## config.mk

```make
export PLATFORM = sky130hd
export DESIGN_NAME = regfile_writeback_arbiter
export DESIGN_NICKNAME = d
export VERILOG_FILES = /design/src/rtl/regfile_writeback_arbiter.sv
export SDC_FILE = /design/constraint.sdc
export NUM_CORES = 1
export LEC_CHECK = 0
export BUFFER_PORTS_ARGS = -buffer_cell sky130_fd_sc_hd__buf_4
export CAP_MARGIN = 10
export CORE_ASPECT_RATIO = 1.25
export CORE_MARGIN = 8
export CORE_UTILIZATION = 45
export DETAILED_ROUTE_END_ITERATION = 10
export GPL_TIMING_DRIVEN = 0
export PLACE_DENSITY = 0.74
export SYNTH_ARGS = -nofsm -noshare
export SYNTH_HDL_FRONTEND = slang
export SYNTH_SLANG_ARGS = --single-unit
```

## constraint.sdc

```tcl
create_clock -name clk -period 2.1 [get_ports clk]
set_input_delay 0.21 -clock clk [delete_from_list [all_inputs] [get_ports clk]]
set_output_delay 0.21 -clock clk [all_outputs]
set_load 0.01 [all_outputs]
```

## src/rtl/regfile_writeback_arbiter.sv

```systemverilog
// Register-file write port arbiter: in-order pipe results take priority,
// multi-cycle results queue in a FIFO with a forced drain after a stall budget.
module regfile_writeback_arbiter #(
    parameter int DEPTH     = 4,
    parameter int MAX_STALL = 8
) (
    input  logic                     clk,
    input  logic                     reset,
    input  logic                     pipeValid,
    input  logic [4:0]               pipeAddress,
    input  logic [31:0]              pipeData,
    output logic                     stallPipe,
    input  logic                     mcValid,
    output logic                     mcReady,
    input  logic [4:0]               mcAddress,
    input  logic [31:0]              mcData,
    output logic                     writeRegister,
    output logic [4:0]               writeAddress,
    output logic [31:0]              writeData,
    output logic [$clog2(DEPTH):0]   fifoCount
);

    localparam int PW = $clog2(DEPTH);
    localparam int CW = PW + 1;
    localparam int SW = $clog2(MAX_STALL + 1);
    localparam logic [CW-1:0] FULL  = CW'(DEPTH);
    localparam logic [SW-1:0] LIMIT = SW'(MAX_STALL);

    logic [4:0]    r_addr_q [DEPTH];
    logic [31:0]   r_data_q [DEPTH];
    logic [PW-1:0] r_wptr;
    logic [PW-1:0] r_rptr;
    logic [CW-1:0] r_count;
    logic [SW-1:0] r_scnt;
    logic          r_stall;
    logic          r_wen;
    logic [4:0]    r_waddr;
    logic [31:0]   r_wdata;

    logic          w_nonempty;
    logic          w_push;
    logic          w_pop;
    logic          w_pipe_sel;
    logic          w_sel;
    logic [4:0]    w_sel_addr;
    logic [31:0]   w_sel_data;
    logic [SW-1:0] w_scnt_nxt;
    logic          w_stall_set;

    always_comb begin
        w_nonempty = (r_count != '0);
        mcReady    = (r_count != FULL);
        w_push     = mcValid && mcReady;
        // During a forced stall the pipe input is ignored outright
        w_pop      = w_nonempty && (r_stall || !pipeValid);
        w_pipe_sel = pipeValid && !r_stall;
        w_sel      = w_pop || w_pipe_sel;
        w_sel_addr = w_pop ? r_addr_q[r_rptr] : pipeAddress;
        w_sel_data = w_pop ? r_data_q[r_rptr] : pipeData;
        w_scnt_nxt = r_scnt;
        if (w_pop || !w_nonempty) begin
            w_scnt_nxt = '0;
        end else if (w_pipe_sel) begin
            w_scnt_nxt = r_scnt + 1'b1;
        end
        w_stall_set = !r_stall && (w_scnt_nxt == LIMIT);
    end

    always_ff @(posedge clk) begin
        if (w_push) begin
            r_addr_q[r_wptr] <= mcAddress;
            r_data_q[r_wptr] <= mcData;
        end
    end

    always_ff @(posedge clk or posedge reset) begin
        if (reset) begin
            r_wptr  <= '0;
            r_rptr  <= '0;
            r_count <= '0;
            r_scnt  <= '0;
            r_stall <= 1'b0;
            r_wen   <= 1'b0;
            r_waddr <= '0;
            r_wdata <= '0;
        end else begin
            if (w_push) begin
                r_wptr <= r_wptr + 1'b1;
            end
            if (w_pop) begin
                r_rptr <= r_rptr + 1'b1;
            end
            if (w_push && !w_pop) begin
                r_count <= r_count + 1'b1;
            end else if (!w_push && w_pop) begin
                r_count <= r_count - 1'b1;
            end
            r_stall <= w_stall_set;
            r_scnt  <= w_stall_set ? '0 : w_scnt_nxt;
            // x0 results are consumed but never written
            r_wen   <= w_sel && (w_sel_addr != 5'd0);
            if (w_sel) begin
                r_waddr <= w_sel_addr;
                r_wdata <= w_sel_data;
            end
        end
    end

    assign stallPipe     = r_stall;
    assign writeRegister = r_wen;
    assign writeAddress  = r_waddr;
    assign writeData     = r_wdata;
    assign fifoCount     = r_count;

endmodule

```

### After elaboration in Yosys (flattened, before gate mapping)

Memory sizes are Yosys's and may differ from the RTL's.
Index checks and enable logic that the tools add are counted.
W data, S select, Z words.

* add/sub/neg operators: 5
* eq/ne operators: 2
* muxes and demuxes: 9
* reduce and logical (&&, ||, !) cells: 18

Operator list (number)
* $mux W32: 1
* $mux W4: 3
* $logic_and A1 B1 Y1: 7
* $mux W3: 2
* $logic_not A1 Y1: 5
* $mux W5: 1
* $reduce_bool A5 Y1: 1
* $add A2 B1 Y2 const B: 2
* $add A4 B1 Y4 const B: 1
* $eq A4 B4 Y1 const B: 1
* $add A3 B1 Y3 const B: 1
* $logic_or A1 B1 Y1: 3
* $ne A3 B3 Y1 const B: 1
* $reduce_bool A3 Y1: 1
* $sub A3 B1 Y3 const B: 1
* $mux W1: 2
* $reduce_bool A2 Y1: 1

* register bits after elaboration: 50
* RAM bits: 148
* input port bits: 78
* output and inout port bits: 43
* memories: 2

Memories
* r_data_q: depth 4, width 32, read ports 1, clocked after memory_dff 0, write ports 1, line 30 `logic [31:0] r_data_q [DEPTH];`
* r_addr_q: depth 4, width 5, read ports 1, clocked after memory_dff 0, write ports 1, line 29 `logic [4:0] r_addr_q [DEPTH];`

### Depth between registers and ports, before layout

* depth in word-level cells: 8
* gate-level depth with buffers: 9
* depth with buffers taken out: 9

### Worst setup path after synthesis

OpenSTA, ideal clock, no wires.

* path type: register to register
* start: register r_count[0] (netlist: fifoCount[0])
* end: memory r_addr_q[0][0], enable pin
* setup time: 0.398 ns
* arrival: 1.674 ns
* required time: 1.702 ns
* slack: 0.028 ns
* stages on the path, launching flop included: 4
* path buffers: 0
* cells stage by stage: dfrtp_1 nor2_1 nand2_1 and3_1

* cells in the longest elaborated chain, start to end: 4

RTL lines
* start, declared: line 33 `logic [CW-1:0] r_count;`
* start signal, assigned: line 94 `r_count <= r_count + 1'b1;`
* start signal, assigned: line 96 `r_count <= r_count - 1'b1;`
* $ne A3 B3 Y1: line 52 `mcReady = (r_count != FULL);`
* named net mcReady: line 14 `output logic mcReady,`
* $logic_and A1 B1 Y1: line 53 `w_push = mcValid && mcReady;`
* $mux W1: line 70 `if (w_push) begin`
* $mux W1 (implied by the code): line 71 `r_addr_q[r_wptr] <= mcAddress;`
* end, declared: line 29

The timed path passes the listed nets, and every way through them passes these cells.

### Final worst setup path

* start: register r_rptr[0]
* end: register r_wen (netlist: writeRegister)

* cells in the longest elaborated chain, start to end: 4

RTL lines
* start, declared: line 32 `logic [PW-1:0] r_rptr;`
* start signal, assigned: line 91 `r_rptr <= r_rptr + 1'b1;`
* $mem_v2 Z4 W5
* $mux W5: line 58 `w_sel_addr = w_pop ? r_addr_q[r_rptr] : pipeAddress;`
* $reduce_bool A5 Y1: line 101 `r_wen <= w_sel && (w_sel_addr != 5'd0);`
* $logic_and A1 B1 Y1: line 101
* end signal, assigned: line 101
* end, declared: line 36 `logic r_wen;`

No other way between the ends.
A chain may end at the register's enable or synchronous reset.

==> flow_metrics.py <==
metrics = {
    "detailed_routing": {
        "drt_iter0_markers": 394,
        "vias": 4563,
        "drc": 0,
        "via_per_inst": 5.22,
        "wl_per_cell_um": 19.8,
        "detail-route-antenna-nets": 0,
        "totalWireLength_um": 17300,
        "first_pass_iters": 4,
    },
    "global_route": {
        "grt_pass1_wl_um": 26800,
        "grt_max_degree": 38,
        "antenna_found_initial": 0,
        "grt_usage_pct": 16.4,
        "grt_pass1_vias": 5086,
        "globalRouteOverflowTotal": 0,
    },
    "logic_synthesis": {
        "ys_warn_count": 0,
        "synth_ff_type": "edfxtp_1",
        "synth_fp_nets": 542,
        "synth.area.top_cells": "edfxtp_1 (58%), dfrtp_1 (16%), mux4_2 (10%)",
        "synth-compound-area-share_pct": 3.16,
        "syn_avg_cell_area_um2": 16.7,
        "async_flop_share_pct": 25.3,
        "synth_xor_area_share_pct": 0.917,
        "synth_edf_count": 148,
        "synth_area_leader_cell": "edfxtp_1",
        "synthMuxAreaShare_pct": 11.3,
        "synthSimpleGateAreaFrac_pct": 7.25,
        "synth_top_area_share_pct": 58.1,
        "synth.distinct_cells": 27,
        "synth_top_family_by_area": "multiplexers",
        "syn_inst": 457,
        "synthTopCellsByCount": "edfxtp_1 (148), nand2_1 (77), dfrtp_1 (50)",
        "yosysMostFrequentCell": "edfxtp_1",
        "synthAdderAreaFrac_pct": 1.24,
        "synthesis.area_um2": 7640,
        "seq_area_frac_synth_pct": 74.5,
        "synth_seq_cells": 198,
    },
    "die": {
        "row_count": 53,
        "start_util_pct": 45.7,
        "fp.dieW_um": 133,
        "fp.coreArea_um2": 16700,
        "io_pins": 121,
        "die-area_um2": 21400,
        "dieHeight_um": 162,
    },
    "place": {
        "dpl.hpwl_um": 11700,
        "placed_area_um2": 8930,
        "io_buffers": 120,
        "place.gp.congestion": 0.744,
    },
    "setup_path": {
        "crit_path_end_kind": "register",
        "crit_start": "r_rptr[0]",
        "required_ns": 2.40,
        "reg2reg_to": "writeRegister",
        "rrSetupSlack_ns": 0.07,
        "crit_path_end": "writeRegister",
        "cp_data_arrival_time_ns": 2.33,
        "startpoint_type": "register",
        "r2r_start": "r_rptr[0]",
        "worst-r2r-cell-count": 5,
        "cp_max_fo": 10,
        "worstSetupPathType": "register to register",
    },
    "worst_hold_path": {
        "hold_path_class": "input port to register",
    },
    "final_layout": {
        "finalNetCount": 726,
        "drive_above_1_share_pct": 32.0,
        "area_growth_pct": 29.6,
        "diodes": 0,
        "final_area_um2": 9910,
        "final_util_pct": 59.3,
    },
    "timing": {
        "relSlewSlack_pct": 54.2,
        "fin_skew_ns": 0.00922,
        "slew_violations": 0,
        "grt_setup_unrepaired": "yes",
        "max_freq_mhz": 492,
        "min_period_ns": 2.03,
        "post-route-period-util_pct": 96.7,
        "fin_setup_tns_ns": 0,
        "setup_viol": 0,
        "finalHoldViolCount": 0,
        "tightest_slew_ns": 0.687,
    },
    "cts": {
        "insertion_delay_ns": 0.42,
        "cts_inserted_buffers": 17,
        "h-tree-depth": 4,
        "numClockSinks": 198,
        "cts_root_buffer": "clkbuf_16",
        "cts.path.max_buffers": 2,
        "cts_tree": "built",
        "clk_pin_slew_worst_paths_ns": 0.07,
    },
    "power_and_ir_drop": {
        "p_per_area_nw_per_um2": 1280,
        "peakVddDrop_uv": 488,
        "clkPwrFrac_pct": 24.4,
        "switching_share_pct": 30.1,
        "p_comb_share_pct": 31.3,
        "p_int_uw": 8840,
        "p_sw_uw": 3810,
        "p_leak_uw": 0.00374,
        "seqPwrFrac_pct": 44.3,
        "finalPower_uw": 12600,
    },
    "run": {
        "cap_violations": 0,
    },
    "outcome": {
        "status": "finished, final reports clean",
    },
}
==> power groups by stage <==
stage | Combinational (uW) | Clock [uW] | Sequential, uW
floorplan | 2270 | 0 | 5740
global placement | 3740 | 0 | 5640
detailed placement | 3960 | 0 | 5670
CTS | 4050 | 3140 | 5610
global route | 4340 | 3280 | 5700
finish | 3960 | 3080 | 5610
==> cell type report <==
type	instances	area (um^2)
inverters	5	18.8
fillers	1283	6800
repair buffers	165	1400
flip-flops and latches	198	5700
clock inverters	9	96.3
plain buffers	24	105
multi-input cells	230	1850
well taps	220	275
clock buffers	23	468
==> layer usage <==
metal	share of wire [%]	wire length, um	GRT usage (%)	vias to the layer above
met5	0	0	0	-
met3	5.1	881	4.20	17
met2	53	9140	28.3	143
met1	41	7060	19.8	2308
li1	-	-	-	2095
met4	1.4	246	5.38	0
==> stage by stage <==
| step | setup WS (ns) | hold WS [ns] | instances |
|---|---|---|---|
| after detailed placement | -0.193 | 0.204 | 802 |
| after global placement | -0.640 | 0.410 | 797 |
| final | 0.0691 | 0.0543 | 874 |
| after floorplan | 0.0278 | 0.309 | 457 |
| after CTS | 0.0334 | 0.0315 | 872 |
| after global routing | -0.0640 | 0.0449 | 874 |
==> worst min path at each step <==
stage	startpoint	end	slack, ns	cells after the start
floorplan	mcAddress[0]	r_addr_q[0][0]	0.31	0
global placement	mcData[0]	r_data_q[0][0]	0.41	1
detailed placement	reset	fifoCount[2]	0.20	2
CTS	pipeAddress[2]	writeRegister	0.03	3
global route	pipeData[6]	writeData[6]	0.04	3
finish	pipeAddress[2]	writeRegister	0.05	3
==> critical path, cell delays in order, from the launching register on <==
cell and delay, ns:
dfrtp_1 0.42, buf_6 0.21, mux4_2 0.56, or4_1 0.48
o21ai_1 0.15, nand2_1 0.08
==> sequential cells by signal, indices dropped and copies added, names as in the netlist <==
| register | flops |
|---|---|
| r_data_q | 128 |
| writeData | 32 |
| r_addr_q | 20 |
| writeAddress | 5 |
| r_scnt | 4 |
| fifoCount | 3 |
| r_rptr | 2 |
| r_wptr | 2 |
| stallPipe | 1 |
| writeRegister | 1 |
==> logic make-up after synthesis <==
logic type	Yosys count
AO/OA/AOI/OAI	39
XOR/XNOR	8
adder cells (fa/ha/maj)	7
buffers and inverters	29
flip-flops	198
multiplexers	39
AND/OR/NAND/NOR	137
==> cell usage in the layout, fill, tap and decap left out, types with 4 or more instances in the layout <==
cell type,count
ha_1,6
xnor2_1,5
buf_12,5
edfxtp_1,148
buf_2,4
clkbuf_1,18
a31oi_1,37
dfrtp_1,47
clkbuf_16,17
mux4_2,34
nand2_1,77
inv_1,4
dlygate4sd3_1,38
buf_4,122
nor2_1,42
and3_2,4
clkinv_4,4
==> timing repair <==
action | in CTS | in global routing
hold endpoints to repair | 161 | 0
hold buffers | 38 | 0
endpoints found under the setup margin | 12 | 8
pin swaps | 0 | 1
setup buffers | 0 | 2
resized for setup | 6 | 4
Power figures use the tool's default switching activity.
